[src/rtl/id_hazard_ctrl.sv]
// ID-stage issue controller: per-register in-flight write scoreboard with RAW/WAW stall and drain FSM.
// Optional build macro ID_STALL_STAT_EN adds a free-running stall cycle counter (stall_cnt_o).
module id_hazard_ctrl #(
    parameter int unsigned CNT_W   = 2,
    parameter int unsigned REG_NUM = 32
) (
    input  logic       clk,
    input  logic       rst_n,
    input  logic       id_valid_i,
    input  logic [4:0] dec_rs1_idx_i,
    input  logic       dec_rs1_en_i,
    input  logic [4:0] dec_rs2_idx_i,
    input  logic       dec_rs2_en_i,
    input  logic [4:0] dec_rd_idx_i,
    input  logic       dec_rd_en_i,
    input  logic       flush_i,
    input  logic       wb_en_i,
    input  logic [4:0] wb_idx_i,
    input  logic       drain_req_i,
    output logic       id_stall_o,
    output logic       id_issue_o,
    output logic       drain_done_o,
    output logic       err_o
`ifdef ID_STALL_STAT_EN
    ,
    output logic [31:0] stall_cnt_o
`endif
);

    localparam int unsigned IDX_W = 5;
    localparam logic [CNT_W-1:0] CNT_MAX = '1;

    typedef enum logic [1:0] {
        ST_RUN     = 2'd0,
        ST_DRAIN   = 2'd1,
        ST_HALTED  = 2'd2
    } state_e;

    state_e           state_q;
    logic             drain_done_q;
    logic             err_q;
    logic             err_d;
    logic [CNT_W-1:0] cnt_q [REG_NUM];
    logic [CNT_W-1:0] cnt_d [REG_NUM];

    logic raw1;
    logic raw2;
    logic waw_full;
    logic all_zero;
    logic stall;
    logic issue;

    // Hazard detection uses registered counts only; a same-cycle writeback does not unblock.
    always_comb begin
        raw1     = dec_rs1_en_i && (dec_rs1_idx_i != '0) && (cnt_q[dec_rs1_idx_i] != '0);
        raw2     = dec_rs2_en_i && (dec_rs2_idx_i != '0) && (cnt_q[dec_rs2_idx_i] != '0);
        waw_full = dec_rd_en_i  && (dec_rd_idx_i  != '0) && (cnt_q[dec_rd_idx_i]  == CNT_MAX);
        stall    = id_valid_i && !flush_i && (raw1 || raw2 || waw_full || (state_q != ST_RUN));
        issue    = id_valid_i && !flush_i && !stall;
    end

    assign id_stall_o   = stall;
    assign id_issue_o   = issue;
    assign drain_done_o = drain_done_q;
    assign err_o        = err_q;

    // Scoreboard next state: issue increments rd, writeback decrements wb_idx; x0 untouched.
    always_comb begin
        logic inc;
        logic dec;
        cnt_d    = cnt_q;
        err_d    = err_q;
        all_zero = 1'b1;
        inc      = 1'b0;
        dec      = 1'b0;
        for (int unsigned i = 1; i < REG_NUM; i++) begin
            inc = issue && dec_rd_en_i && (dec_rd_idx_i == IDX_W'(i));
            dec = wb_en_i && (wb_idx_i == IDX_W'(i)) && (cnt_q[i] != '0);
            if (inc && !dec) begin
                cnt_d[i] = cnt_q[i] + CNT_W'(1);
            end else if (dec && !inc) begin
                cnt_d[i] = cnt_q[i] - CNT_W'(1);
            end
            if (cnt_q[i] != '0) begin
                all_zero = 1'b0;
            end
        end
        if (wb_en_i && (wb_idx_i != '0) && (cnt_q[wb_idx_i] == '0)) begin
            err_d = 1'b1;
        end
    end

    always_ff @(posedge clk or negedge rst_n) begin
        if (!rst_n) begin
            for (int unsigned i = 0; i < REG_NUM; i++) begin
                cnt_q[i] <= '0;
            end
            err_q <= 1'b0;
        end else begin
            for (int unsigned i = 0; i < REG_NUM; i++) begin
                cnt_q[i] <= cnt_d[i];
            end
            err_q <= err_d;
        end
    end

    // Drain FSM; drain_done is registered alongside the state so it is high exactly in HALTED.
    always_ff @(posedge clk or negedge rst_n) begin
        if (!rst_n) begin
            state_q      <= ST_RUN;
            drain_done_q <= 1'b0;
        end else begin
            case (state_q)
                ST_RUN: begin
                    if (drain_req_i) begin
                        state_q <= ST_DRAIN;
                    end
                end
                ST_DRAIN: begin
                    if (!drain_req_i) begin
                        state_q <= ST_RUN;
                    end else if (all_zero) begin
                        state_q      <= ST_HALTED;
                        drain_done_q <= 1'b1;
                    end
                end
                ST_HALTED: begin
                    if (!drain_req_i) begin
                        state_q      <= ST_RUN;
                        drain_done_q <= 1'b0;
                    end
                end
                default: begin
                    state_q      <= ST_RUN;
                    drain_done_q <= 1'b0;
                end
            endcase
        end
    end

`ifdef ID_STALL_STAT_EN
    logic [31:0] stall_cnt_q;

    always_ff @(posedge clk or negedge rst_n) begin
        if (!rst_n) begin
            stall_cnt_q <= '0;
        end else if (stall) begin
            stall_cnt_q <= stall_cnt_q + 32'd1;
        end
    end

    assign stall_cnt_o = stall_cnt_q;
`endif

endmodule
[config.mk]
export PLATFORM = sky130hd
export DESIGN_NAME = id_hazard_ctrl
export DESIGN_NICKNAME = d
export VERILOG_FILES = /design/src/rtl/id_hazard_ctrl.sv
export SDC_FILE = /design/constraint.sdc
export NUM_CORES = 1
export LEC_CHECK = 0
export BUFFER_PORTS_ARGS = -buffer_cell sky130_fd_sc_hd__clkbuf_2
export CAP_MARGIN = 10
export CORE_MARGIN = 2
export CORE_UTILIZATION = 56
export CTS_CLUSTER_SIZE = 25
export DETAILED_ROUTE_END_ITERATION = 6
export GPL_ROUTABILITY_DRIVEN = 0
export GPL_TIMING_DRIVEN = 0
export PLACE_DENSITY = 0.77
export SYNTH_ARGS = -nofsm -noshare
export SYNTH_HDL_FRONTEND = slang
export SYNTH_SLANG_ARGS = --single-unit
[constraint.sdc]
create_clock -name clk -period 2.5 [get_ports clk]
set_clock_uncertainty 0.15 [all_clocks]
set_input_delay 0.125 -clock clk [delete_from_list [all_inputs] [get_ports clk]]
set_output_delay 0.125 -clock clk [all_outputs]
set_load 0.005 [all_outputs]
==> results.json, run 1 <==
{
  "run_status": "finished with violations",
  "failed_checks": "design-rule violations, negative setup slack",
  "max_cap_viol": 0,
  "power-per-cell-area_mw_per_mm2": 916,
  "dp.cells": 708,
  "crit_end_category": "register",
  "synth_register_bits": 66,
  "power.ir.vdd_worst_v": 0.000398,
  "drt_drc_violations_left": 3,
  "floorplan.initialDensity_pct": 57.7,
  "synth_fp_nets": 616,
  "initialDrtViolationCount": 818,
  "viasPerCell": 7.05,
  "globalRouteTotalUtil_pct": 34.1,
  "synthesis.instances": 556,
  "die_area_sq_mm": 0.0103,
  "synth_common_cells": "sky130_fd_sc_hd__nor2_1, sky130_fd_sc_hd__dfrtp_1, sky130_fd_sc_hd__xor2_1",
  "ys_seq_area_share_pct": 31.0,
  "h_tree_depth": 3,
  "slew_headroom_pct": 17.8,
  "finish.cell_count_without_fillers": 788,
  "cts.sinks": 66,
  "critPathMaxFanout": 6,
  "hold_violations": 0,
  "post_route_cells_drive_above_1_share_pct": 44.2,
  "antenna_found_initial": 1,
  "cp.arrival_ps": 3510,
  "synth.lib_cells_used.distinct": 50,
  "synthFlopType": "sky130_fd_sc_hd__dfrtp_1",
  "grt_setup_unrepaired": "yes",
  "mappedNetlistArea_sq_mm": 0.00533,
  "fmax_ghz": 0.294,
  "die_h_microns": 102,
  "top_level_ports": 33,
  "chipWidth_microns": 102,
  "multi_input_area_sq_mm": 0.00448,
  "detail_route.wirelength_microns": 20600,
  "setup_viol": 64,
  "syn-mean-instance-area_sq_um": 9.58,
  "timing.hold.worst.class": "in -> reg",
  "antenna_cells": 0,
  "worst-setup-path-type": "reg -> reg",
  "wl_per_cell_microns": 26.1,
  "syn_to_final_growth_pct": 40.7,
  "clockBufferDepth": 2,
  "post-route-min-period_ps": 3400,
  "vias_in_the_first_global_route": 5074,
  "synth_async_sr_flop_share_pct": 100,
  "final_antenna_net_count": 0,
  "globalRoute.totalOverflow": 0,
  "portBuffers": 23,
  "via_count": 5557,
  "synthMostInstantiatedCell": "sky130_fd_sc_hd__nor2_1",
  "yosys.area.top_type": "sky130_fd_sc_hd__dfrtp_1",
  "tritoncts": "built",
  "post_route_clock_period_utilization_pct": 136,
  "clk-insertion-delay-late_ps": 380,
  "clk_pin_slew_worst_paths_ps": 90,
  "synth_top_area_share_pct": 31.0,
  "place_hpwl_microns": 10600,
  "synth_warnings": 0,
  "setup_total_negative_slack_ps": -27070,
  "layout.nets": 715,
  "post-route-worst-setup-slack_ps": -905,
  "worstMarginPinSlew_ps": 1220,
  "critical_path.startpoint_type": "register",
  "row_cnt": 35,
  "data_required_time_of_the_critical_path_ps": 2600,
  "grt_start_max_net_pins": 67,
  "core-area_sq_mm": 0.00924,
  "drv_slew": 0,
  "detail_route.first_pass.iterations": 7,
  "clock-root-buffer": "sky130_fd_sc_hd__clkbuf_8",
  "filler_cells": 456,
  "cts-buffers-inserted": 9,
  "grt_pass1_wl_microns": 26400,
  "footprint_of_the_flip_flops_and_latches_sq_mm": 0.00167,
  "total_leakage_power_uw": 0.00311,
  "synth-edff-count": 0,
  "netlist_top_cells_area": "sky130_fd_sc_hd__dfrtp_1, sky130_fd_sc_hd__xor2_1, sky130_fd_sc_hd__mux4_2, sky130_fd_sc_hd__ha_1, sky130_fd_sc_hd__nor2_1"
}
[what timing repair did]
action | 4_1_cts | 5_1_grt
setup buffers | 44 | 17
endpoints found under the hold margin | 69 | 0
cloned | 2 | 2
hold buffers | 2 | 0
setup endpoints to repair | 64 | 66
pin swaps | 25 | 61
resized for setup | 101 | 85
[metal layers]
metal | vias to the layer above | routed length, microns | GRT usage, %
li1 | 2181 | - | -
met1 | 2642 | 7220 | 42.2
met2 | 540 | 9010 | 54.8
met3 | 194 | 2660 | 9.73
met4 | 0 | 1690 | 16.9
met5 | - | 0 | 0
[cell families after synthesis]
family | after synthesis | synth area share [%]
AOI/OAI and AO/OA | 41 | 5.43
muxes | 33 | 12.8
DFF | 66 | 31.0
adders and majority gates | 31 | 7.28
buffers and inverters | 38 | 3.41
and+or+nand+nor | 254 | 24.8
xor gates and xnor gates | 93 | 15.3
[critical path, stage by stage (launching register included)]
cell,delay [ps]
sky130_fd_sc_hd__dfrtp_1,490
sky130_fd_sc_hd__nand3_1,130
sky130_fd_sc_hd__o21ai_0,160
sky130_fd_sc_hd__mux4_2,530
sky130_fd_sc_hd__o22ai_4,240
sky130_fd_sc_hd__a31oi_4,80
sky130_fd_sc_hd__buf_12,190
sky130_fd_sc_hd__nor4_2,510
sky130_fd_sc_hd__ha_2,330
sky130_fd_sc_hd__xor2_1,230
sky130_fd_sc_hd__nor2_2,90
sky130_fd_sc_hd__xor2_1,160
[stage by stage]
step           power [uW]  worst slack, ps  hold WS (ps)  instance area (sq um)  util [%]
5_1_grt              7040             -848           140                   7500      81.1
3_5_place_dp         4200             -736           186                   5790      62.6
6_report             6870             -905           125                   7500      81.1
3_3_place_gp         4110             -668           252                   5790      62.6
4_1_cts              5920             -391          63.6                   6870      74.4
2_1_floorplan        3570             -205          -321                   5510         -
[cell type report]
cell class / count / area share (%)
inverters: 13 / 0.651
clock inverters: 5 / 0.417
flip-flops and latches: 66 / 22.3
clock buffers: 10 / 1.84
plain buffers: 24 / 2.89
well taps: 129 / 2.15
multi-input cells: 452 / 59.7
repair buffers: 89 / 10.0
[power by group]
part	switching (uW)	internal (uW)	total, uW	leakage (uW)
Combinational	1910	1970	3880	0.00217
Clock	469	378	847	0.0000879
Sequential	658	1480	2140	0.000845
Total	3040	3830	6870	0.00311
[sequential cells by signal, summed over array words and instances (netlist names)]
name,cells
state_q,2
err_o,1
cnt_q,62
drain_done_o,1
[layout by cell type, fill, tap and decap left out, types with 5 or more instances in the layout]
cell type	instances
sky130_fd_sc_hd__buf_6	6
sky130_fd_sc_hd__clkbuf_2	22
sky130_fd_sc_hd__nor2b_1	5
sky130_fd_sc_hd__buf_4	53
sky130_fd_sc_hd__dfrtp_2	17
sky130_fd_sc_hd__buf_2	5
sky130_fd_sc_hd__buf_12	9
sky130_fd_sc_hd__o21ai_1	7
sky130_fd_sc_hd__o21ai_0	10
sky130_fd_sc_hd__dfrtp_1	49
sky130_fd_sc_hd__ha_4	15
sky130_fd_sc_hd__clkbuf_1	10
sky130_fd_sc_hd__nand2_1	51
sky130_fd_sc_hd__nor3_1	9
sky130_fd_sc_hd__nand3_1	11
sky130_fd_sc_hd__xor2_1	58
sky130_fd_sc_hd__mux4_2	26
sky130_fd_sc_hd__nor2_1	45
sky130_fd_sc_hd__nand3b_1	32
sky130_fd_sc_hd__clkbuf_8	10
sky130_fd_sc_hd__nor4_4	20
sky130_fd_sc_hd__xnor2_1	18
sky130_fd_sc_hd__inv_1	11
sky130_fd_sc_hd__nand4_1	7
sky130_fd_sc_hd__xnor2_2	13
sky130_fd_sc_hd__ha_2	15
sky130_fd_sc_hd__nand2b_1	10
sky130_fd_sc_hd__nor4_2	12
sky130_fd_sc_hd__nor2_4	23
sky130_fd_sc_hd__nor2_2	11
[path summary, 6_finish.rpt]
kind | slack (ps) | to | cells past startpoint | from
max | -900 | cnt_q[25] | 11 | cnt_q[26]
max in group asynchronous | 1210 | cnt_q[36] | 2 | rst_n
min reg2reg | 350 | err_o | 1 | err_o
max reg2reg | -900 | cnt_q[25] | 11 | cnt_q[26]
min in group asynchronous | 310 | cnt_q[57] | 2 | rst_n
min | 130 | err_o | 4 | wb_idx_i[4]
No activity file was read; power rests on OpenSTA's default activity.
==> run 2: changes to the inputs <==
==> constraint.sdc (replaced) <==
create_clock -name clk -period 2.5 [get_ports clk]
set_clock_uncertainty 0.15 [all_clocks]
set_input_delay 0.5 -clock clk [delete_from_list [all_inputs] [get_ports clk]]
set_output_delay 0.5 -clock clk [all_outputs]
set_load 0.005 [all_outputs]
==> results.json, run 2 (synthesized netlist as in run 1, its figures left out) <==
{
  "cts-buffers-inserted": 9,
  "max_cap_viol": 0,
  "drt-met1-wl_microns": 6570,
  "mostFrequentLayoutCell": "sky130_fd_sc_hd__buf_4",
  "grt_start_max_net_pins": 67,
  "detail_route.wirelength_microns": 18800,
  "total_leakage_power_uw": 0.00303,
  "final_antenna_net_count": 0,
  "critPathMaxFanout": 7,
  "place_hpwl_microns": 11100,
  "post_route_clock_period_utilization_pct": 126,
  "core-area_sq_mm": 0.00924,
  "via_count": 5315,
  "clk_pin_slew_worst_paths_ps": 70,
  "syn_to_final_growth_pct": 34.1,
  "power.ir.vdd_worst_v": 0.000570,
  "initialDrtViolationCount": 646,
  "met3_routed_wirelength_microns": 2360,
  "clock-root-buffer": "sky130_fd_sc_hd__clkbuf_8",
  "clk-insertion-delay-late_ps": 360,
  "cts.sinks": 66,
  "vias_in_the_first_global_route": 5222,
  "top_signal_layer_used": "met4",
  "post-route-min-period_ps": 3140,
  "die_h_microns": 102,
  "clockBufferDepth": 2,
  "placed_area_sq_mm": 0.00578,
  "ff2ff_path_depth": 11,
  "grt_setup_unrepaired": "yes",
  "worstMarginPinSlew_ps": 1120,
  "critical_path.startpoint_type": "primary input",
  "routed-wl-met2_microns": 8410,
  "grt_pass1_wl_microns": 27500,
  "drt_drc_violations_left": 11,
  "wl_per_cell_microns": 23.8,
  "antenna_found_initial": 0,
  "floorplan.initialDensity_pct": 57.7,
  "power-per-cell-area_mw_per_mm2": 925,
  "drv_slew": 0,
  "globalRoute.totalOverflow": 0,
  "portBuffers": 23,
  "fmax_ghz": 0.318,
  "failed_checks": "design-rule violations, negative setup slack",
  "slew_headroom_pct": 25.3,
  "data_required_time_of_the_critical_path_ps": 1850,
  "layout.nets": 717,
  "cts_hold_buf": 0,
  "post-route-worst-setup-slack_ps": -644,
  "post_route_cells_drive_above_1_share_pct": 38.9,
  "setup_total_negative_slack_ps": -28690,
  "postLayoutCellArea_sq_mm": 0.00714,
  "h_tree_depth": 3,
  "setup_viol": 64,
  "worst-setup-path-type": "in -> out",
  "crit_end_category": "primary output",
  "row_cnt": 35,
  "chipWidth_microns": 102,
  "timing.hold.worst.class": "in -> async",
  "antenna_cells": 0,
  "run_status": "finished with violations",
  "largest_register_ffs": 62,
  "detail_route.first_pass.iterations": 7,
  "top_register": "cnt_q",
  "tritoncts": "built",
  "largest_registers": "cnt_q x62, state_q x2",
  "globalRouteTotalUtil_pct": 35.3,
  "top_level_ports": 33,
  "viasPerCell": 6.73,
  "cp.arrival_ps": 2490,
  "hold_violations": 0,
  "die_area_sq_mm": 0.0103,
  "layout_common_cells": "sky130_fd_sc_hd__buf_4, sky130_fd_sc_hd__xor2_1, sky130_fd_sc_hd__dfrtp_1"
}
[run 2: changes by cell type in the layout (fill, tap and decap cells not counted), moves of 4 or more]
cell	before	now
sky130_fd_sc_hd__buf_4	53	66
sky130_fd_sc_hd__ha_4	15	3
sky130_fd_sc_hd__xnor2_1	18	29
sky130_fd_sc_hd__xnor2_2	13	2
sky130_fd_sc_hd__dfrtp_1	49	58
sky130_fd_sc_hd__dfrtp_2	17	8
sky130_fd_sc_hd__ha_1	1	9
sky130_fd_sc_hd__buf_12	9	4
sky130_fd_sc_hd__ha_2	15	19
sky130_fd_sc_hd__nand3_1	11	15
sky130_fd_sc_hd__nand3_2	4	0
sky130_fd_sc_hd__nor4_2	12	8
sky130_fd_sc_hd__o21ai_1	7	3
[run 2: cell type report]
class | instances | area (sq um)
inverters | 13 | 72.6
well taps | 129 | 161
fillers | 535 | 2100
repair buffers | 91 | 683
multi-input cells | 452 | 4190
clock inverters | 3 | 40.0
plain buffers | 24 | 188
flip-flops and latches | 66 | 1660
clock buffers | 12 | 145
[run 2: worst max-delay path: stages]
cell,delay [ps]
sky130_fd_sc_hd__clkbuf_2,240
sky130_fd_sc_hd__clkinvlp_4,210
sky130_fd_sc_hd__buf_4,200
sky130_fd_sc_hd__a211oi_1,260
sky130_fd_sc_hd__o21ai_0,190
sky130_fd_sc_hd__o2111ai_4,180
sky130_fd_sc_hd__a31oi_4,140
sky130_fd_sc_hd__buf_6,170
sky130_fd_sc_hd__nor4_4,220
sky130_fd_sc_hd__buf_2,170
[run 2: worst paths after layout]
check | start | end | slack, ps
worst max-delay path | dec_rd_idx_i[0] | id_issue_o | -640
worst min-delay path | rst_n | cnt_q[37] | 160
worst max register to register | cnt_q[34] | cnt_q[19] | -600
worst min register to register | err_o | err_o | 340
max in group asynchronous | rst_n | cnt_q[16] | 1370
min in group clk | drain_req_i | state_q[1] | 280
[run 2: metal layers]
metal  vias up  global-route usage [%]
met1      2503                    43.5
met3       161                    12.9
li1       2182                       -
met4         0                    20.4
met2       469                    53.5
met5         -                       0
[run 2: through the flow]
step / std cells / total power, uW / utilization [%] / hold slack [ps] / worst slack [ps]
2_1_floorplan: 556 / 3560 / - / 54.4 / -317
6_report: 790 / 6610 / 77.3 / 159 / -644
4_1_cts: 775 / 5970 / 74.2 / 186 / -554
3_3_place_gp: 708 / 4110 / 62.5 / 323 / -1000
5_1_grt: 790 / 6850 / 77.3 / 249 / -688
3_5_place_dp: 708 / 4220 / 62.5 / 324 / -1050
[run 2: timing repair]
action,4_1_cts,5_1_grt
gates cloned,2,0
setup endpoints to repair,66,66
setup buffers,51,15
resized for setup,97,41
pin swaps,21,11
[run 2: power breakdown]
| group | total [uW] | internal [uW] | switching, uW |
|---|---|---|---|
| clock network | 912 | 480 | 432 |
| registers | 2000 | 1470 | 530 |
| logic | 3700 | 1810 | 1880 |
==> run 3: changes to the inputs <==
--- a/config.mk
+++ b/config.mk
@@ -8,12 +8,11 @@
 export BUFFER_PORTS_ARGS = -buffer_cell sky130_fd_sc_hd__clkbuf_2
 export CAP_MARGIN = 10
 export CORE_MARGIN = 2
-export CORE_UTILIZATION = 56
+export CORE_UTILIZATION = 45
 export CTS_CLUSTER_SIZE = 25
 export DETAILED_ROUTE_END_ITERATION = 6
 export GPL_ROUTABILITY_DRIVEN = 0
 export GPL_TIMING_DRIVEN = 0
-export PLACE_DENSITY = 0.77
 export SYNTH_ARGS = -nofsm -noshare
 export SYNTH_HDL_FRONTEND = slang
 export SYNTH_SLANG_ARGS = --single-unit
==> results.json, run 3 (synthesized netlist as in run 1, its figures left out) <==
{
  "run_status": "finished with violations",
  "failed_checks": "negative setup slack",
  "worstReg2RegEnd": "cnt_q[37]",
  "viasPerCell": 6.11,
  "setup_total_negative_slack_ps": -26440,
  "postLayoutCoreUtil_pct": 65.2,
  "cts-buffers-inserted": 9,
  "hold_violations": 0,
  "globalRoute.totalOverflow": 0,
  "cell_type_group_with_the_largest_total_delay_on_the_critical_path": "buffers and inverters",
  "die_h_microns": 113,
  "fmax_ghz": 0.322,
  "r2r_slack_ps": -540,
  "timing.hold.worst.class": "in -> reg",
  "grt_pass1_wl_microns": 27000,
  "cp.arrival_ps": 2460,
  "initialDrtViolationCount": 449,
  "chipWidth_microns": 113,
  "syn_to_final_growth_pct": 40.4,
  "portBuffers": 23,
  "min-delay-start": "drain_req_i",
  "crit_path_frequent_cell": "sky130_fd_sc_hd__clkbuf_2",
  "h_tree_depth": 3,
  "filler_cells": 904,
  "cts.sinks": 66,
  "layout.nets": 708,
  "detail_route.first_pass.iterations": 5,
  "drt_drc_violations_left": 0,
  "antenna_found_initial": 0,
  "post_route_clock_period_utilization_pct": 124,
  "die_area_sq_mm": 0.0127,
  "largest_register_ffs": 62,
  "worst-setup-path-type": "in -> out",
  "post-route-min-period_ps": 3110,
  "grt_start_max_net_pins": 41,
  "top_register": "cnt_q",
  "crit_end_category": "primary output",
  "antenna_cells": 0,
  "slew_headroom_pct": 12.7,
  "place_hpwl_microns": 11500,
  "floorplan.initialDensity_pct": 46.5,
  "globalRouteTotalUtil_pct": 27.7,
  "post_route_cells_drive_above_1_share_pct": 39.7,
  "worst_path_max_delay_cell": "sky130_fd_sc_hd__mux4_2",
  "max_cap_viol": 0,
  "total_leakage_power_uw": 0.00308,
  "vias_in_the_first_global_route": 4998,
  "post-route-worst-setup-slack_ps": -606,
  "critPathMaxFanout": 7,
  "power-per-cell-area_mw_per_mm2": 883,
  "mostFrequentLayoutCell": "sky130_fd_sc_hd__dfrtp_1",
  "min_path_cells": 2,
  "grt_setup_unrepaired": "yes",
  "path_depth": 8,
  "regToRegStartpoint": "cnt_q[8]",
  "clock-root-buffer": "sky130_fd_sc_hd__clkbuf_16",
  "clockBufferDepth": 2,
  "row_cnt": 39,
  "critical_path.startpoint_type": "primary input",
  "worstPathBufferInverterCount": 4,
  "worstMarginPinSlew_ps": 1300,
  "critical_path.max_stage_delay_ps": 580,
  "data_required_time_of_the_critical_path_ps": 1850,
  "detail_route.wirelength_microns": 17100,
  "largest_registers": "cnt_q x62, state_q x2",
  "power.ir.vdd_worst_v": 0.000568,
  "final_antenna_net_count": 0,
  "top_level_ports": 33,
  "tritoncts": "built",
  "clk_pin_slew_worst_paths_ps": 50,
  "setup_viol": 64,
  "drv_slew": 0,
  "sequence_of_cells_on_the_critical_path": "clkbuf_2 -> inv_4 -> mux4_2 -> o2111ai_4 -> a31oi_4 -> buf_6 -> nor4_4 -> clkbuf_2",
  "via_count": 4861,
  "min_to": "state_q[1]",
  "layout_common_cells": "sky130_fd_sc_hd__dfrtp_1, sky130_fd_sc_hd__xor2_1, sky130_fd_sc_hd__nand2_1",
  "ff2ff_path_depth": 10,
  "wl_per_cell_microns": 21.5,
  "core-area_sq_mm": 0.0115,
  "clk-insertion-delay-late_ps": 350
}
run 3: changes by cell type in the layout (fill, tap and decap cells not counted), sizes merged:
cell,before,now
clkinv,2,5
inv,11,12
clkbuf,45,46
clkinvlp,2,0
bufinv,1,0
buf,82,70
dlygate4sd3,0,1
run 3: how the worst max path moves through the flow:
stage	to	slack, ps	start
5_1_grt	id_issue_o	-660	cnt_q[44]
3_5_place_dp	cnt_q[53]	-1070	dec_rd_idx_i[1]
6_report	id_issue_o	-610	dec_rd_idx_i[0]
2_1_floorplan	cnt_q[49]	-320	dec_rs2_idx_i[1]
4_1_cts	id_issue_o	-550	cnt_q[45]
3_3_place_gp	cnt_q[53]	-1030	dec_rd_idx_i[0]
run 3: routing by layer:
metal	part of all wire, %	track usage, %	wire, microns
met5	0	0	0
met1	40	34.1	6760
met4	5.2	14.5	881
met2	47	45.1	8110
met3	7.8	6.86	1340
run 3: area by class of cell:
cell class	instances	area [sq um]	area share, %
Inverter	13	68.8	0.920
Sequential cell	66	1660	22.2
Buffer	23	185	2.48
Tap cell	143	179	2.39
Multi-Input combinational cell	452	4410	59.0
Clock buffer	11	233	3.11
Timing Repair Buffer	83	721	9.64
Clock inverter	4	20.0	0.268
run 3: power by group:
group | internal (uW) | total, uW | leakage [uW] | switching (uW)
combinational | 1780 | 3500 | 0.00209 | 1720
sequential | 1470 | 1980 | 0.000863 | 506
clock | 658 | 1130 | 0.000129 | 471
total | 3900 | 6600 | 0.00308 | 2700
run 3: repair_timing:
action	4_1_cts	5_1_grt
resized for setup	122	57
gates cloned	2	1
endpoints found under the hold margin	26	0
hold buffers	1	0
setup buffers	47	9
pin swaps	42	40
endpoints found under the setup margin	66	67
run 3: per-stage QoR:
stage | cells | total power [uW] | cell area (sq um) | hold WS [ps] | worst slack [ps]
5_1_grt | 795 | 6920 | 7480 | 288 | -656
2_1_floorplan | 556 | 3560 | 5500 | 54.4 | -317
4_1_cts | 787 | 6210 | 7100 | 261 | -550
3_3_place_gp | 722 | 4170 | 5790 | 327 | -1030
3_5_place_dp | 723 | 4220 | 5810 | 329 | -1070
6_report | 795 | 6600 | 7480 | 273 | -606
